[src/rtl/tx_sched_pkg.sv]
// tx_sched_pkg: shared scheduler state encoding and default sizing constants.
package tx_sched_pkg;
    localparam int DEF_DATA_WIDTH  = 8;
    localparam int DEF_FIFO_DEPTH  = 4;
    localparam int DEF_GAP_CYCLES  = 100;
    localparam int DEF_ACK_TIMEOUT = 16;
    typedef enum logic [2:0] {
        ST_IDLE,
        ST_ISSUE,
        ST_WAIT_ACK,
        ST_WAIT_DONE,
        ST_GAP
    } state_t;
endpackage

[src/rtl/sample_fifo.sv]
// sample_fifo: synchronous per-channel sample FIFO; a push into a full FIFO is
// accepted only when a pop frees a slot in the same cycle.
module sample_fifo #(
    parameter int DW    = 8,
    parameter int DEPTH = 4
) (
    input  logic          i_clk,
    input  logic          i_rst,
    input  logic          i_push,
    input  logic [DW-1:0] i_data,
    input  logic          i_pop,
    output logic [DW-1:0] o_data,
    output logic          o_full,
    output logic          o_empty
);
    localparam int AW = $clog2(DEPTH);
    logic [DW-1:0] r_mem [DEPTH];
    logic [AW:0]   r_wr, r_rd;
    logic          w_pop, w_push;
    assign o_empty = r_wr == r_rd;
    assign o_full  = (r_wr[AW] != r_rd[AW]) && (r_wr[AW-1:0] == r_rd[AW-1:0]);
    assign w_pop   = i_pop && !o_empty;
    assign w_push  = i_push && (!o_full || w_pop);
    assign o_data  = r_mem[r_rd[AW-1:0]];
    always_ff @(posedge i_clk) begin
        if (i_rst) begin
            r_wr <= '0;
            r_rd <= '0;
        end else begin
            r_wr <= w_push ? r_wr + 1'b1 : r_wr;
            r_rd <= w_pop ? r_rd + 1'b1 : r_rd;
        end
    end
    always_ff @(posedge i_clk) begin
        if (!i_rst && w_push) r_mem[r_wr[AW-1:0]] <= i_data;
    end
endmodule

[src/rtl/tx_scheduler.sv]
// tx_scheduler: round-robin two-channel sample scheduler feeding a pulse-width
// encoder, with ack timeout and an enforced inter-frame gap.
module tx_scheduler import tx_sched_pkg::*; #(
    parameter int DATA_WIDTH  = DEF_DATA_WIDTH,
    parameter int FIFO_DEPTH  = DEF_FIFO_DEPTH,
    parameter int GAP_CYCLES  = DEF_GAP_CYCLES,
    parameter int ACK_TIMEOUT = DEF_ACK_TIMEOUT
) (
    input  logic                  clk_in,
    input  logic                  rst_in,
    input  logic [DATA_WIDTH-1:0] ch0_data_in,
    input  logic                  ch0_valid_in,
    input  logic [DATA_WIDTH-1:0] ch1_data_in,
    input  logic                  ch1_valid_in,
    input  logic                  tx_busy_in,
    output logic [DATA_WIDTH-1:0] tx_data_out,
    output logic                  tx_start_out,
    output logic                  tx_channel_out,
    output logic [1:0]            drop_out,
    output logic                  timeout_out,
    output logic                  idle_out
);
    localparam int AW = $clog2(ACK_TIMEOUT) + 1;
    localparam int GW = $clog2(GAP_CYCLES + 1) + 1;
    state_t                r_state, w_next;
    logic [AW-1:0]         r_ack_cnt;
    logic [GW-1:0]         r_gap_cnt;
    logic                  r_last, r_ch;
    logic [DATA_WIDTH-1:0] r_data, w_d0, w_d1;
    logic [1:0]            r_drop, w_pop;
    logic                  w_full0, w_full1, w_empty0, w_empty1;
    logic                  w_take, w_grant, w_ack_to, w_gap_done;
    sample_fifo #(.DW(DATA_WIDTH), .DEPTH(FIFO_DEPTH)) u_fifo0 (
        .i_clk(clk_in), .i_rst(rst_in), .i_push(ch0_valid_in), .i_data(ch0_data_in),
        .i_pop(w_pop[0]), .o_data(w_d0), .o_full(w_full0), .o_empty(w_empty0)
    );
    sample_fifo #(.DW(DATA_WIDTH), .DEPTH(FIFO_DEPTH)) u_fifo1 (
        .i_clk(clk_in), .i_rst(rst_in), .i_push(ch1_valid_in), .i_data(ch1_data_in),
        .i_pop(w_pop[1]), .o_data(w_d1), .o_full(w_full1), .o_empty(w_empty1)
    );
    // On a tie, grant the channel that did not win last time.
    assign w_take     = (r_state == ST_IDLE) && (!w_empty0 || !w_empty1);
    assign w_grant    = (!w_empty0 && !w_empty1) ? !r_last : w_empty0;
    assign w_pop      = {w_take && w_grant, w_take && !w_grant};
    assign w_ack_to   = (r_state == ST_WAIT_ACK) && !tx_busy_in && (r_ack_cnt == AW'(ACK_TIMEOUT - 1));
    assign w_gap_done = int'(r_gap_cnt) + 1 >= GAP_CYCLES;
    always_comb begin
        w_next = r_state;
        case (r_state)
            ST_IDLE:      w_next = w_take ? ST_ISSUE : ST_IDLE;
            ST_ISSUE:     w_next = ST_WAIT_ACK;
            ST_WAIT_ACK:  w_next = tx_busy_in ? ST_WAIT_DONE : (w_ack_to ? ST_GAP : ST_WAIT_ACK);
            ST_WAIT_DONE: w_next = tx_busy_in ? ST_WAIT_DONE : ST_GAP;
            ST_GAP:       w_next = w_gap_done ? ST_IDLE : ST_GAP;
            default:      w_next = ST_IDLE;
        endcase
    end
    always_ff @(posedge clk_in) begin
        if (rst_in) begin
            r_state   <= ST_IDLE;
            r_ack_cnt <= '0;
            r_gap_cnt <= '0;
            r_last    <= 1'b1;
            r_data    <= '0;
            r_ch      <= 1'b0;
            r_drop    <= '0;
        end else begin
            r_state   <= w_next;
            r_ack_cnt <= (r_state == ST_WAIT_ACK) ? r_ack_cnt + 1'b1 : '0;
            r_gap_cnt <= (r_state == ST_GAP) ? r_gap_cnt + 1'b1 : '0;
            r_drop    <= {ch1_valid_in && w_full1 && !w_pop[1], ch0_valid_in && w_full0 && !w_pop[0]};
            if (w_take) begin
                r_data <= w_grant ? w_d1 : w_d0;
                r_ch   <= w_grant;
                r_last <= w_grant;
            end
        end
    end
    assign tx_data_out    = r_data;
    assign tx_channel_out = r_ch;
    assign tx_start_out   = r_state == ST_ISSUE;
    assign drop_out       = r_drop;
    assign timeout_out    = w_ack_to;
    assign idle_out       = (r_state == ST_IDLE) && w_empty0 && w_empty1;
endmodule
[config.mk]
export PLATFORM = sky130hd
export DESIGN_NAME = tx_scheduler
export DESIGN_NICKNAME = d
export VERILOG_FILES = /design/src/rtl/tx_sched_pkg.sv /design/src/rtl/sample_fifo.sv /design/src/rtl/tx_scheduler.sv
export SDC_FILE = /design/constraint.sdc
export NUM_CORES = 1
export LEC_CHECK = 0
export CAP_MARGIN = 20
export CORE_UTILIZATION = 30
export CTS_CLUSTER_DIAMETER = 100
export CTS_CLUSTER_SIZE = 20
export DETAILED_ROUTE_END_ITERATION = 10
export PLACE_DENSITY_LB_ADDON = 0.25
export RECOVER_POWER = 25
export REMOVE_ABC_BUFFERS = 1
export SLEW_MARGIN = 20
export SYNTH_ARGS = -nofsm -noshare
export SYNTH_HDL_FRONTEND = slang
export SYNTH_HIERARCHICAL = 1
export SYNTH_SLANG_ARGS = --single-unit
[constraint.sdc]
create_clock -name clk_in -period 3 [get_ports clk_in]
set_clock_uncertainty 0.05 [all_clocks]
set_input_delay 0.6 -clock clk_in [delete_from_list [all_inputs] [get_ports clk_in]]
set_output_delay 0.6 -clock clk_in [all_outputs]
set_load 0.01 [all_outputs]
# Word level (Yosys, flattened, before mapping)
# Memory sizes are Yosys's and may differ from the RTL's. A register that Yosys moved wholly into a read port is not among the register bits.
# Cells that the tools add are included.
word_totals:
  elab_cells: 86
  reg_bits: 40
  rom_bits: 0
  latchBits: 0
  ram_bits: 64
  mem_count: 2
op_classes:
  shifts: 0
  mul: 0
  add_sub_neg: 7
  n_eq_ne: 11
  n_reduce_logical: 36
  n_mux: 16
  div: 0
  bitwise_logic: 2
  magnitude_cmp: 1
mem_list:
  columns: ["name", "words", "width", "rd", "rd_clocked_by_memory_dff", "wr", "line", "rtl"]
  rows:
  - ["u_fifo0.r_mem", 4, 8, 1, 1, 1, "sample_fifo.sv:17", "logic [DW-1:0] r_mem [DEPTH];"]
  - ["u_fifo1.r_mem", 4, 8, 1, 1, 1, "sample_fifo.sv:17", null]
ops:
  columns: ["operator", "n"]
  rows:
  - ["$logic_and 1x1->1", 20]
  - ["$pmux 3 s5", 1]
  - ["$add 3x1->3 const B", 4]
  - ["$mux 3", 4]
  - ["$logic_not 1->1", 10]
  - ["$add 8x1->9 const B", 1]
  - ["$ge 9x7->1 const B", 1]
  - ["$add 8x1->8 const B", 1]
  - ["$mux 2", 4]
  - ["$mux 8", 1]
  - ["$eq 3x2->1 const B", 2]
  - ["$eq 3x3->1", 2]
  - ["$mux 1", 6]
  - ["$add 5x1->5 const B", 1]
  - ["$eq 5x4->1 const B", 1]
  - ["$eq 2x2->1", 2]
  - ["$reduce_or 2->1", 2]
  - ["$eq 3x1->1 const B", 1]
  - ["$eq 3x3->1 const B", 1]
  - ["$logic_not 3->1", 1]
  - ["$logic_or 1x1->1", 3]
  - ["$ne 1x1->1", 2]
  - ["$not 1->1", 2]

# Logic depth before layout (Yosys ltp)
# Gate-level depths: netlist of the first run.
depth:
  depth_word: 12
  mapped_depth: 9
  depth_no_buf: 8

# Modules after synthesis
# The synthesis of the first run kept the hierarchy.
modules_own_cells:
  columns: ["mod", "area_per_inst_um2", "n_inst", "cells_each"]
  rows:
  - ["sample_fifo", 1712.9, 2, 102]
  - ["tx_scheduler", 1219.9, 1, 127]

# Least setup slack after synthesis of the first run
# No wires, ideal clock.
synth_path:
  kind: "register to register"
  from: "register u_fifo1.r_wr[1]"
  to: "memory u_fifo0.r_mem[0][0], enable pin"
  t_arrival_ps: 2410
  required_ps: 2567
  path_stages_with_launch: 9
  path_buffers: 0
  setup_ps: 383
  setup_slack_ps: 156
  cell_sequence: "dfxtp_1 > xnor2_2 > nand2_1 > nor2_1 > o21bai_1 > nor4_4 > inv_1 > a41o_1 > nor3_1"
synth_via:
  elab_chain_cells: 12
  elab_cells_between_ends: 14
  cone_classes: "eq/ne (1); mux (3); reduce/logical (10)"
synth_lines:
  columns: ["element", "line", "rtl"]
  rows:
  - ["start: declaration", "sample_fifo.sv:18", "logic [AW:0] r_wr, r_rd;"]
  - ["start signal: assignment", "sample_fifo.sv:30", "r_wr <= w_push ? r_wr + 1'b1 : r_wr;"]
  - ["$eq 3x3->1 (*)", "sample_fifo.sv:20", "assign o_empty = r_wr == r_rd;"]
  - ["net w_empty1", "tx_scheduler.sv:31", "logic w_full0, w_full1, w_empty0, w_empty1;"]
  - ["$logic_not 1->1 (*)", "tx_scheduler.sv:42, tx_scheduler.sv:43", null]
  - ["$logic_and 1x1->1", "tx_scheduler.sv:43", "assign w_grant = (!w_empty0 && !w_empty1) ? !r_last : w_empty0;"]
  - ["$mux 1", "tx_scheduler.sv:43", null]
  - ["$logic_not 1->1", "tx_scheduler.sv:44", "assign w_pop = {w_take && w_grant, w_take && !w_grant};"]
  - ["$logic_and 1x1->1 (*)", "tx_scheduler.sv:44", null]
  - ["net w_pop[0]", "tx_scheduler.sv:30", "logic [1:0] r_drop, w_pop;"]
  - ["$logic_and 1x1->1 (*)", "sample_fifo.sv:22", "assign w_pop = i_pop && !o_empty;"]
  - ["$logic_or 1x1->1 (*)", "sample_fifo.sv:23", "assign w_push = i_push && (!o_full || w_pop);"]
  - ["$logic_and 1x1->1 (*)", "sample_fifo.sv:23", null]
  - ["$logic_and 1x1->1 (*)", "sample_fifo.sv:35", "if (!i_rst && w_push) r_mem[r_wr[AW-1:0]] <= i_data;"]
  - ["$mux 1 (*)", "sample_fifo.sv:35", null]
  - ["$mux 1 (implied by the code) (*)", "sample_fifo.sv:35", null]
  - ["end: declaration", "sample_fifo.sv:17", null]
# The timed path passes the listed nets; every way through them passes the cells marked *.

# Worst setup path in the final report of the first run
layout_path:
  from: "register u_fifo1.r_wr[1]"
  to: "output idle_out"
layout_via:
  elab_chain_cells: 2
layout_lines:
  columns: ["element", "line", "rtl"]
  rows:
  - ["$eq 3x3->1", "sample_fifo.sv:20", null]
  - ["net w_empty1", "tx_scheduler.sv:31", null]
  - ["$logic_and 1x1->1", "tx_scheduler.sv:84", "assign idle_out = (r_state == ST_IDLE) && w_empty0 && w_empty1;"]
  - ["end: declaration", "tx_scheduler.sv:21", "output logic idle_out"]
# The timed path passes the listed nets, and every way through them passes these cells.

==> results of run 1 <==
==> synthesized netlist by cell type, types with 5 or more instances <==
library cell,number
nor3_1,8
xnor2_1,6
mux4_2,16
mux2_1,6
a21oi_1,5
edfxtp_1,64
inv_1,20
ha_1,14
nor2_1,37
dfxtp_1,44
nand2b_1,8
a222oi_1,8
nand2_1,12
nor2b_1,8
==> cell families after synthesis <==
logic type	after synthesis	synth area share (%)
AOI/OAI and AO/OA	39	7.218
xor gates and xnor gates	14	3.609
adders and majority gates	14	3.771
buffers and inverters	31	3.393
DFF	108	60.33
muxes	28	10.72
and+or+nand+nor	97	10.96
==> final timing paths <==
| kind | startpoint | endpoint | slack (ns) |
|---|---|---|---|
| max | u_fifo1/r_wr[1] | idle_out | 0.15 |
| min | r_ack_cnt[0] | r_ack_cnt[0] | 0.40 |
| max reg2reg | u_fifo0/r_wr[1] | u_fifo1/r_mem[1][5] | 0.47 |
| min reg2reg | r_ack_cnt[0] | r_ack_cnt[0] | 0.40 |
==> layer usage <==
metal | global-route usage, % | vias up | share of wire (%) | wire length [µm]
met2 | 18.26 | 49 | 47 | 3979
met1 | 14.89 | 1343 | 48 | 4089
met5 | 0 | - | 0 | 0
met3 | 3.416 | 6 | 4.5 | 385
li1 | - | 1330 | - | -
met4 | 3.402 | 0 | 0.76 | 65
==> sequential cells by signal (all words and copies together), names as in the netlist, 2 cells and up, named ones only <==
signal and flops:
u_fifo0/r_mem 32, r_ack_cnt 5, drop_out 2, r_gap_cnt 8, u_fifo1/r_mem 32, u_fifo0/r_wr 3, u_fifo1/r_wr 3, tx_data_out 8
u_fifo1/r_rd 3, r_state 3, u_fifo0/r_rd 3
==> cell usage in the layout, fill, tap and decap left out, types with 6 or more instances in the layout <==
master and count:
nand2b_1 8, clkbuf_16 9, xnor2_1 6, a222oi_1 8
nand2_1 12, edfxtp_1 64, nor2_1 37, buf_4 11
inv_1 20, dfxtp_1 44, nor3_1 8, ha_1 14
mux2_1 6, nor2b_1 8, mux4_2 16, clkdlybuf4s50_1 21
dlygate4sd3_1 13
==> layout make-up <==
class | count | area [µm²] | area share [%]
Inverter | 20 | 75.07 | 1.353
Timing Repair Buffer | 46 | 442.9 | 7.984
Clock buffer | 9 | 225.2 | 4.060
Tap cell | 188 | 235.2 | 4.240
Sequential cell | 108 | 2803 | 50.52
Multi-Input combinational cell | 192 | 1685 | 30.38
Clock inverter | 7 | 81.33 | 1.466
==> per-stage QoR <==
| step | total power, mW | utilization, % | TNS [ns] | worst slack [ns] | hold WS, ns |
|---|---|---|---|---|---|
| final | 3.992 | 36.63 | 0 | 0.1530 | 0.3977 |
| after global routing | 4.200 | 36.63 | 0 | 0.00006217 | 0.4441 |
| after CTS | 4.052 | 36.63 | 0 | 0.1373 | 0.3990 |
| after detailed placement | 2.849 | 34.61 | 0 | 0.4814 | 0.3880 |
| after global placement | 2.835 | 34.61 | 0 | 0.5296 | 0.3883 |
| after floorplan | 2.462 | - | -1.375 | -0.05730 | 0.3676 |
==> power groups by stage <==
stage / clock network (mW) / registers (mW) / logic, mW
3_3_place_gp: 0 / 1.88 / 0.954
2_1_floorplan: 0 / 1.85 / 0.610
6_report: 1.19 / 1.84 / 0.960
3_5_place_dp: 0 / 1.88 / 0.968
4_1_cts: 1.23 / 1.85 / 0.972
5_1_grt: 1.28 / 1.87 / 1.05
==> critical path: stages, from the launching register on <==
cell and delay [ns]:
dfxtp_1 0.38, xnor2_2 0.36, nand2_1 0.12, nor2_1 0.21, and4b_1 0.24, clkdlybuf4s50_1 0.54
==> impl_results.md, run 1 <==
* Status: completed
* Post-synthesis cell type count at 51
* Sequential share of power at a little under half
* CTS H-tree lvls at 3
* Fin cells at 570
* Clock transition at path regs at 0.07 ns
* # fillers at ~1400
* Crit-path max FO at 7
* Max-cap viol count at 0
* Global route overflow at 0
* Cells after DPL at roughly 550
* Fin crit share at a little over nine tenths
* Post-route ant nets at 0
* Initial Utilization at a little under a third
* Dpl cell area at ~0.0052 mm²
* Combinational share of power at ~24%
* Post-DR vias/cell at 4.786
* Asr flop ratio synth at 0%
* Sequential area share after synthesis at between 60 and 70%
* Core ar. at between 0.015 and 0.02 mm²
* RSZ-0062 raised after global routing: false
* Final setup viols at 0
* Detailed Place HPWL at roughly 6000 µm
* P per Cell Area at 719.6 mW/mm²
* Layout cells sized above 1 at ~15%
* TritonCTS buffer count at 9
* Clock Tree Buf Depth at 2
* Io pins at 35
* DR pass1 iterations at 4
* Initial antenna violation count at 0
* Clk Tree Root Cell: clkbuf_16
* Ys Warns at 6
* Most area-consuming cells after synthesis: edfxtp_1, dfxtp_1, mux4_2
* Die Span Y at around 130 µm
* CP Capture Type: output pin
* Max frequency at 351.2 MHz
* Yosys top cell by area: edfxtp_1
* Final WL at roughly 8500 µm
* Clock power frac at about 30%
* # nets final at 412
* Post-synth top area share at 41.37%
* Antenna diode count at 0
* Area delta synth->final at 19.42%
* Sw Share at a little under a third
* Hold Fails Final Rpt at 0
* Sw power at 1.215 mW
* Post-CTS Setup Inserts at 0
* Post-Syn Area at roughly 0.0046 mm²
* Slew headroom at approximately three fifths
* Port bufs at 34
* P_leak at slightly below 2 nW
* Worst Reg-to-Reg Cells at 9
* Avg WL per Cell at roughly 15 µm
* Remaining DRCs at 0
* DR vias at 2728
* Min cycle time layout at 2.847 ns
* CTS Hold Bufs at 0
* WP data required at approximately 2.4 ns
* Clock sink total at roughly 110
* Placer Congestion at 0.7495
* Die area at ~0.016 mm²
* Internal power at around 2.8 mW
* Synthesized area per cell at approximately 14 µm²
* Global-route total usage across every layer at between 10% and 20%
* Crit Path Category: flip-flop to output pin
* Startpoint class of the critical path: flip-flop
* Worst skew pair latency at between 0.3 and 0.4 ns
* Vias in the first global route at between 2000 and 3000
* Slew @ Worst Pin at 0.5706 ns
* Max-slew violations at 0
* Core Rows at between 40 and 50
* EDFF count, synth at 64
* Worst Hold Class: flip-flop to flip-flop
* Pin count of the biggest net entering global routing at 36
* Design Area, Final at around 0.0055 mm²
* Global-route wire length before repair at approximately 14000 µm
* Number of synthesized register bits at ~110
* Post-cts resize count at 0
* Syn Inst Count at 331
* Worst Hold Depth at 1
* Arrival time of the worst setup path at 2.20 ns
* CTS tree: yes
* Peak supply drop at roughly 410 µV
* Chip width at roughly 130 µm
* First DRT Iteration DRCs at 120
* Synth Flop Type: edfxtp_1
No activity file was read; power rests on OpenSTA's default activity.
==> inputs of run 2 (changes only) <==
--- a/config.mk
+++ b/config.mk
@@ -6,7 +6,8 @@
 export NUM_CORES = 1
 export LEC_CHECK = 0
 export CAP_MARGIN = 20
-export CORE_UTILIZATION = 30
+export CORE_UTILIZATION = 54
+export CTS_BUF_LIST = sky130_fd_sc_hd__clkbuf_8
 export CTS_CLUSTER_DIAMETER = 100
 export CTS_CLUSTER_SIZE = 20
 export DETAILED_ROUTE_END_ITERATION = 10
==> run 2 against run 1 <==
Against the previous run: die area shrank 44%; clock power shrank 27%; register-to-register slack is essentially flat.
==> impl_results.md, run 2 (synthesized netlist as in run 1, its figures left out) <==
* Port bufs at 34 (unchanged)
* Fin crit share at 95.16% (was 94.90%)
* Clk Tree Root Cell: clkbuf_8 (was clkbuf_16)
* Die Span Y at 94.76 µm (was 126.4 µm)
* Worst skew pair latency at 0.36 ns (was 0.35 ns)
* Delay of the slowest cell on the worst path at 0.53 ns (was 0.54 ns)
* Final Power at 3.672 mW (was 3.992 mW)
* Post-DR vias/cell at 5.645 (was 4.786)
* R2R setup slack at 0.46 ns (was 0.47 ns)
* Io pins at 35 (unchanged)
* Initial Utilization at 56.26% (was 30.67%)
* Detailed Place HPWL at 5475 µm (was 5938 µm)
* DR vias at 2749 (was 2728)
* Max frequency at 350.3 MHz (was 351.2 MHz)
* Layout cells sized above 1 at 15.45% (unchanged)
* Clock transition at path regs at 0.10 ns (was 0.07 ns)
* Post-route ant nets at 0 (unchanged)
* CTS H-tree lvls at 3 (unchanged)
* # nets final at 412 (unchanged)
* Clock Tree Buf Depth at 2 (unchanged)
* WP data required at 2.35 ns (about the same)
* Vias in the first global route at 2708 (was 2674)
* P_leak at 1.895 nW (was 1.943 nW)
* Worst Hold Class: flip-flop to flip-flop (unchanged)
* Max-cap viol count at 0 (unchanged)
* Min cycle time layout at 2.855 ns (was 2.847 ns)
* Antenna diode count at 0 (unchanged)
* Placer Congestion at 0.7480 (was 0.7495)
* Largest delay share family, worst path: simple AND/OR/NAND/NOR gates (unchanged)
* Global route overflow at 0 (unchanged)
* Most frequent cells in the layout: edfxtp_1, dfxtp_1, nor2_1 (unchanged)
* Final WL at 7897 µm (was 8520 µm)
* CP Capture Type: output pin (unchanged)
* Design Area, Final at 0.005340 mm² (was 0.005548 mm²)
* Core ar. at 0.008258 mm² (was 0.01515 mm²)
* Slew @ Worst Pin at 0.5516 ns (was 0.5706 ns)
* Ordered cell list for the critical path: xnor2_2 > nand2_1 > nor2_1 > and4b_1 > clkdlybuf4s50_1 (unchanged)
* CTS Hold Bufs at 0 (unchanged)
* Startpoint class of the critical path: flip-flop (unchanged)
* Clock sink total at 108 (unchanged)
* Final setup viols at 0 (unchanged)
* Pin count of the biggest net entering global routing at 35 (was 36)
* TritonCTS buffer count at 9 (unchanged)
* Initial antenna violation count at 0 (unchanged)
* Status: completed (unchanged)
* Global-route total usage across every layer at 19.73% (was 11.41%)
* Critical path's slowest cell: clkdlybuf4s50_1 (unchanged)
* DR pass1 iterations at 5 (was 4)
* Crit Path Category: flip-flop to output pin (unchanged)
* CTS tree: yes (unchanged)
* Dpl cell area at 0.005137 mm² (was 0.005241 mm²)
* RSZ-0062 raised after global routing: false (unchanged)
* P per Cell Area at 687.6 mW/mm² (was 719.6 mW/mm²)
* Hold Fails Final Rpt at 0 (unchanged)
* Remaining DRCs at 0 (unchanged)
* Post-cts resize count at 0 (unchanged)
* CP bufs+invs at 1 (unchanged)
* Chip width at 94.76 µm (was 126.4 µm)
* Core Rows at 33 (was 45)
* Slew headroom at 63.18% (was 61.91%)
* Avg WL per Cell at 16.22 µm (was 14.95 µm)
* First DRT Iteration DRCs at 139 (was 120)
* Fin util at 64.67% (was 36.63%)
* Global-route wire length before repair at 13230 µm (was 14080 µm)
* Post-CTS Setup Inserts at 0 (unchanged)
* Crit-path max FO at 7 (unchanged)
* Commonest non-fill, non-tap cell in the layout: edfxtp_1 (unchanged)
* Peak supply drop at 386.5 µV (was 412.9 µV)
* Area delta synth->final at 14.95% (was 19.42%)
* Arrival time of the worst setup path at 2.20 ns (about the same)
* Die area at 0.008979 mm² (was 0.01599 mm²)
* Max-slew violations at 0 (unchanged)
[run 2: changes by cell type in the layout (fill, tap and decap cells not counted)]
cell / delta
dlygate4sd3_1: -1
inv_8: -3
clkbuf_16: -9
inv_6: +2
clkdlybuf4s50_1: +1
clkbuf_8: +10
[run 2: per-stage QoR]
stage	cells	setup slack, ns	hold WS (ns)	setup TNS (ns)
2_1_floorplan	320	-0.05730	0.3676	-1.375
3_3_place_gp	471	0.5078	0.3898	0
3_5_place_dp	471	0.4825	0.3910	0
4_1_cts	487	0.1243	0.4086	0
5_1_grt	487	0.03450	0.4298	0
6_report	487	0.1453	0.4046	0
[run 2: final timing paths]
path | depth (start not counted) | to | startpoint
setup / recovery | 5 | idle_out | u_fifo1/r_wr[1]
hold / removal | 1 | r_ack_cnt[0] | r_ack_cnt[0]
setup reg to reg | 9 | u_fifo1/r_mem[2][4] | u_fifo0/r_wr[1]
hold reg to reg | 1 | r_ack_cnt[0] | r_ack_cnt[0]
[run 2: worst reg2reg max path: cells and delay by family (launching register included)]
| kind | cells | cell delay, ns |
|---|---|---|
| and+or+nand+nor | 4 | 0.70 |
| AOI/OAI and AO/OA | 2 | 0.44 |
| DFF | 1 | 0.38 |
| xor gates and xnor gates | 1 | 0.36 |
| buffers and inverters | 2 | 0.33 |
[run 2: layout make-up]
cell class              instances  area, µm²
clock buffers                  10      137.6
clock inverters                 6      65.06
fillers                       631       2918
inverters                      20      75.07
multi-input cells             192       1685
flip-flops and latches        108       2803
well taps                     105      131.4
repair buffers                 46      442.9
[run 2: where the power goes]
part | internal, mW | switching, mW | leakage (nW)
Sequential | 1.69 | 0.152 | 0.939
Combinational | 0.488 | 0.472 | 0.851
Clock | 0.351 | 0.520 | 0.104
[run 2: routing by layer]
metal / up-vias / routed length, µm / track usage (%) / part of all wire [%]
li1: 1331 / - / - / -
met2: 62 / 3840 / 32.43 / 49
met4: 0 / 79 / 5.682 / 1.0
met5: - / 0 / 0 / 0
met1: 1347 / 3635 / 26.90 / 46
met3: 9 / 342 / 3.623 / 4.3
==> inputs of run 3 (changes only) <==
--- a/config.mk
+++ b/config.mk
@@ -6,16 +6,16 @@
 export NUM_CORES = 1
 export LEC_CHECK = 0
 export CAP_MARGIN = 20
-export CORE_UTILIZATION = 54
+export CORE_UTILIZATION = 59
 export CTS_BUF_LIST = sky130_fd_sc_hd__clkbuf_8
 export CTS_CLUSTER_DIAMETER = 100
 export CTS_CLUSTER_SIZE = 20
 export DETAILED_ROUTE_END_ITERATION = 10
+export DONT_BUFFER_PORTS = 1
 export PLACE_DENSITY_LB_ADDON = 0.25
 export RECOVER_POWER = 25
 export REMOVE_ABC_BUFFERS = 1
 export SLEW_MARGIN = 20
 export SYNTH_ARGS = -nofsm -noshare
 export SYNTH_HDL_FRONTEND = slang
-export SYNTH_HIERARCHICAL = 1
 export SYNTH_SLANG_ARGS = --single-unit
==> run 3 against run 2 <==
Against the previous run: wire length shrank 7.0%; power shrank 7.4%; first-iteration DRC count shrank 17%; maximum frequency grew 21%.
==> impl_results.md, run 3 <==
* Status: completed (unchanged)
* Max frequency at 424.0 MHz (was 350.3 MHz)
* Post-CTS Setup Inserts at 0 (unchanged)
* Commonest non-fill, non-tap cell in the layout: edfxtp_1 (unchanged)
* DR pass1 iterations at 4 (was 5)
* Synth Flop Type: edfxtp_1 (unchanged)
* Post-Syn Area at 0.004400 mm² (was 0.004646 mm²)
* Chip width at 88.36 µm (was 94.76 µm)
* Avg WL per Cell at 17.21 µm (was 16.22 µm)
* Worst skew pair latency at 0.37 ns (was 0.36 ns)
* Global-route total usage across every layer at 21.35% (was 19.73%)
* EDFF count, synth at 64 (unchanged)
* Arrival time of the worst setup path at 1.71 ns (was 2.20 ns)
* Post-Route Hold Slack at 0.2404 ns (was 0.4046 ns)
* Hold Fails Final Rpt at 0 (unchanged)
* RSZ-0062 raised after global routing: false (unchanged)
* Syn Inst Count at 318 (was 331)
* Final WL at 7347 µm (was 7897 µm)
* Cells after DPL at 411 (was 471)
* Port bufs at 0 (was 34)
* Crit Path Category: flip-flop to output pin (unchanged)
* Clock Tree Buf Depth at 2 (unchanged)
* Max-cap viol count at 0 (unchanged)
* Worst Hold Class: input pin to flip-flop (was flip-flop to flip-flop)
* Pin count of the biggest net entering global routing at 24 (was 35)
* Fin util at 65.38% (was 64.67%)
* Most frequent cells in the layout: edfxtp_1, dfxtp_1, nor2_1 (unchanged)
* Antenna diode count at 0 (unchanged)
* Sequential area share after synthesis at 63.69% (was 60.33%)
* Dpl cell area at 0.004509 mm² (was 0.005137 mm²)
* WP data required at 2.35 ns (about the same)
* P_leak at 1.634 nW (was 1.895 nW)
* CTS H-tree lvls at 3 (unchanged)
* Max-slew violations at 0 (unchanged)
* Clk Tree Root Cell: clkbuf_8 (unchanged)
* Io pins at 35 (unchanged)
* Post-route ant nets at 0 (unchanged)
* Critical path's slowest cell: dfxtp_1 (was clkdlybuf4s50_1)
* P per Cell Area at 720.8 mW/mm² (was 687.6 mW/mm²)
* Post-synth top area share at 43.67% (was 41.37%)
* Pre-CTS setup slack at 0.8695 ns (was 0.4825 ns)
* Post-cts resize count at 0 (unchanged)
* Design Area, Final at 0.004717 mm² (was 0.005340 mm²)
* Remaining DRCs at 0 (unchanged)
* Area delta synth->final at 7.194% (was 14.95%)
* Fin crit share at 78.61% (was 95.16%)
* Layout cells sized above 1 at 12.20% (was 15.45%)
* Yosys top cell by area: edfxtp_1 (unchanged)
* Most common cell in the netlist: edfxtp_1 (unchanged)
* Asr flop ratio synth at 0% (unchanged)
* Final Power at 3.400 mW (was 3.672 mW)
* Initial Utilization at 61.00% (was 56.26%)
* Die Span Y at 88.36 µm (was 94.76 µm)
* TNS Setup at 0 ns (unchanged)
* Fin worst setup slack at 0.6417 ns (was 0.1453 ns)
* Die area at 0.007807 mm² (was 0.008979 mm²)
* Clock sink total at 108 (unchanged)
* CTS Hold Bufs at 0 (unchanged)
* DR vias at 2437 (was 2749)
* Vias in the first global route at 2444 (was 2708)
* Final setup viols at 0 (unchanged)
* Fin cells at 427 (was 487)
* Startpoint class of the critical path: flip-flop (unchanged)
* Slew @ Worst Pin at 0.6337 ns (was 0.5516 ns)
* First DRT Iteration DRCs at 116 (was 139)
* Commonest cells in the synthesized netlist: edfxtp_1, dfxtp_1, nor2_1 (unchanged)
* Post-DR vias/cell at 5.707 (was 5.645)
* Post-synthesis cell type count at 42 (was 51)
* Placer Congestion at 0.9070 (was 0.7480)
* Synthesized area per cell at 13.84 µm² (was 14.04 µm²)
* Number of synthesized register bits at 108 (unchanged)
* Ordered cell list for the critical path: xor2_1 > nor3_1 > nand4_1 > nor2_1 (was xnor2_2 > nand2_1 > nor2_1 > and4b_1 > clkdlybuf4s50_1)
* Most area-consuming cells after synthesis: edfxtp_1, dfxtp_1, mux4_2 (unchanged)
* Initial antenna violation count at 0 (unchanged)
* # nets final at 358 (was 412)
* Delay of the slowest cell on the worst path at 0.36 ns (was 0.53 ns)
* Global-route wire length before repair at 11930 µm (was 13230 µm)
* Core Rows at 31 (was 33)
* Global route overflow at 0 (unchanged)
* Detailed Place HPWL at 5272 µm (was 5475 µm)
* Crit-path max FO at 5 (was 7)
* CTS tree: yes (unchanged)
* Slew headroom at 57.39% (was 63.18%)
* Clock transition at path regs at 0.09 ns (was 0.10 ns)
* Min cycle time layout at 2.358 ns (was 2.855 ns)
* Peak supply drop at 373.9 µV (was 386.5 µV)
* CP Capture Type: output pin (unchanged)
* Core ar. at 0.007214 mm² (was 0.008258 mm²)
* TritonCTS buffer count at 9 (unchanged)
* Ys Warns at 0 (was 6)
-- run 3: final timing paths --
kind | startpoint | to | slack [ns] | depth (start not counted)
worst max register to register | u_fifo0.r_wr[1] | u_fifo1.r_mem[0][2] | 0.88 | 5
worst min register to register | r_ack_cnt[0] | r_ack_cnt[0] | 0.41 | 1
worst max-delay path | u_fifo0.r_wr[1] | idle_out | 0.64 | 4
worst min-delay path | rst_in | u_fifo0.r_wr[1] | 0.24 | 1
-- run 3: cell families after synthesis --
group	count (synthesis)	synth area share, %
multiplexers	18	8.644
XOR/XNOR	22	4.549
adder cells (fa/ha/maj)	14	3.981
flip-flops	108	63.69
buffers and inverters	20	1.706
AND/OR/NAND/NOR	97	11.12
AO/OA/AOI/OAI	39	6.313
-- run 3: area by class of cell --
type / count / area (µm²)
sequential: 108 / 2803
fill: 539 / 2497
multi-input combinational: 190 / 1523
clock buffer: 10 / 137.6
tap: 99 / 123.9
clock inverter: 6 / 70.07
inverter: 12 / 45.04
timing repair buffer: 2 / 15.01
-- run 3: report_power, final --
group / leakage, nW / switching, mW / internal (mW)
Sequential: 0.940 / 0.170 / 1.69
Clock: 0.107 / 0.482 / 0.416
Combinational: 0.587 / 0.345 / 0.298
-- run 3: worst max-delay path: cells and delay by family, from the launching register on --
kind,cells,cell delay [ns]
xor gates and xnor gates,1,0.22
DFF,1,0.36
and+or+nand+nor,3,0.76
-- run 3: layer usage --
layer | wire length [µm] | up-vias | part of all wire, % | GRT usage (%)
li1 | - | 1194 | - | -
met5 | 0 | - | 0 | 0
met2 | 3692 | 53 | 50 | 35.24
met4 | 86 | 0 | 1.2 | 6.012
met1 | 3096 | 1182 | 42 | 26.01
met3 | 471 | 8 | 6.4 | 8.769
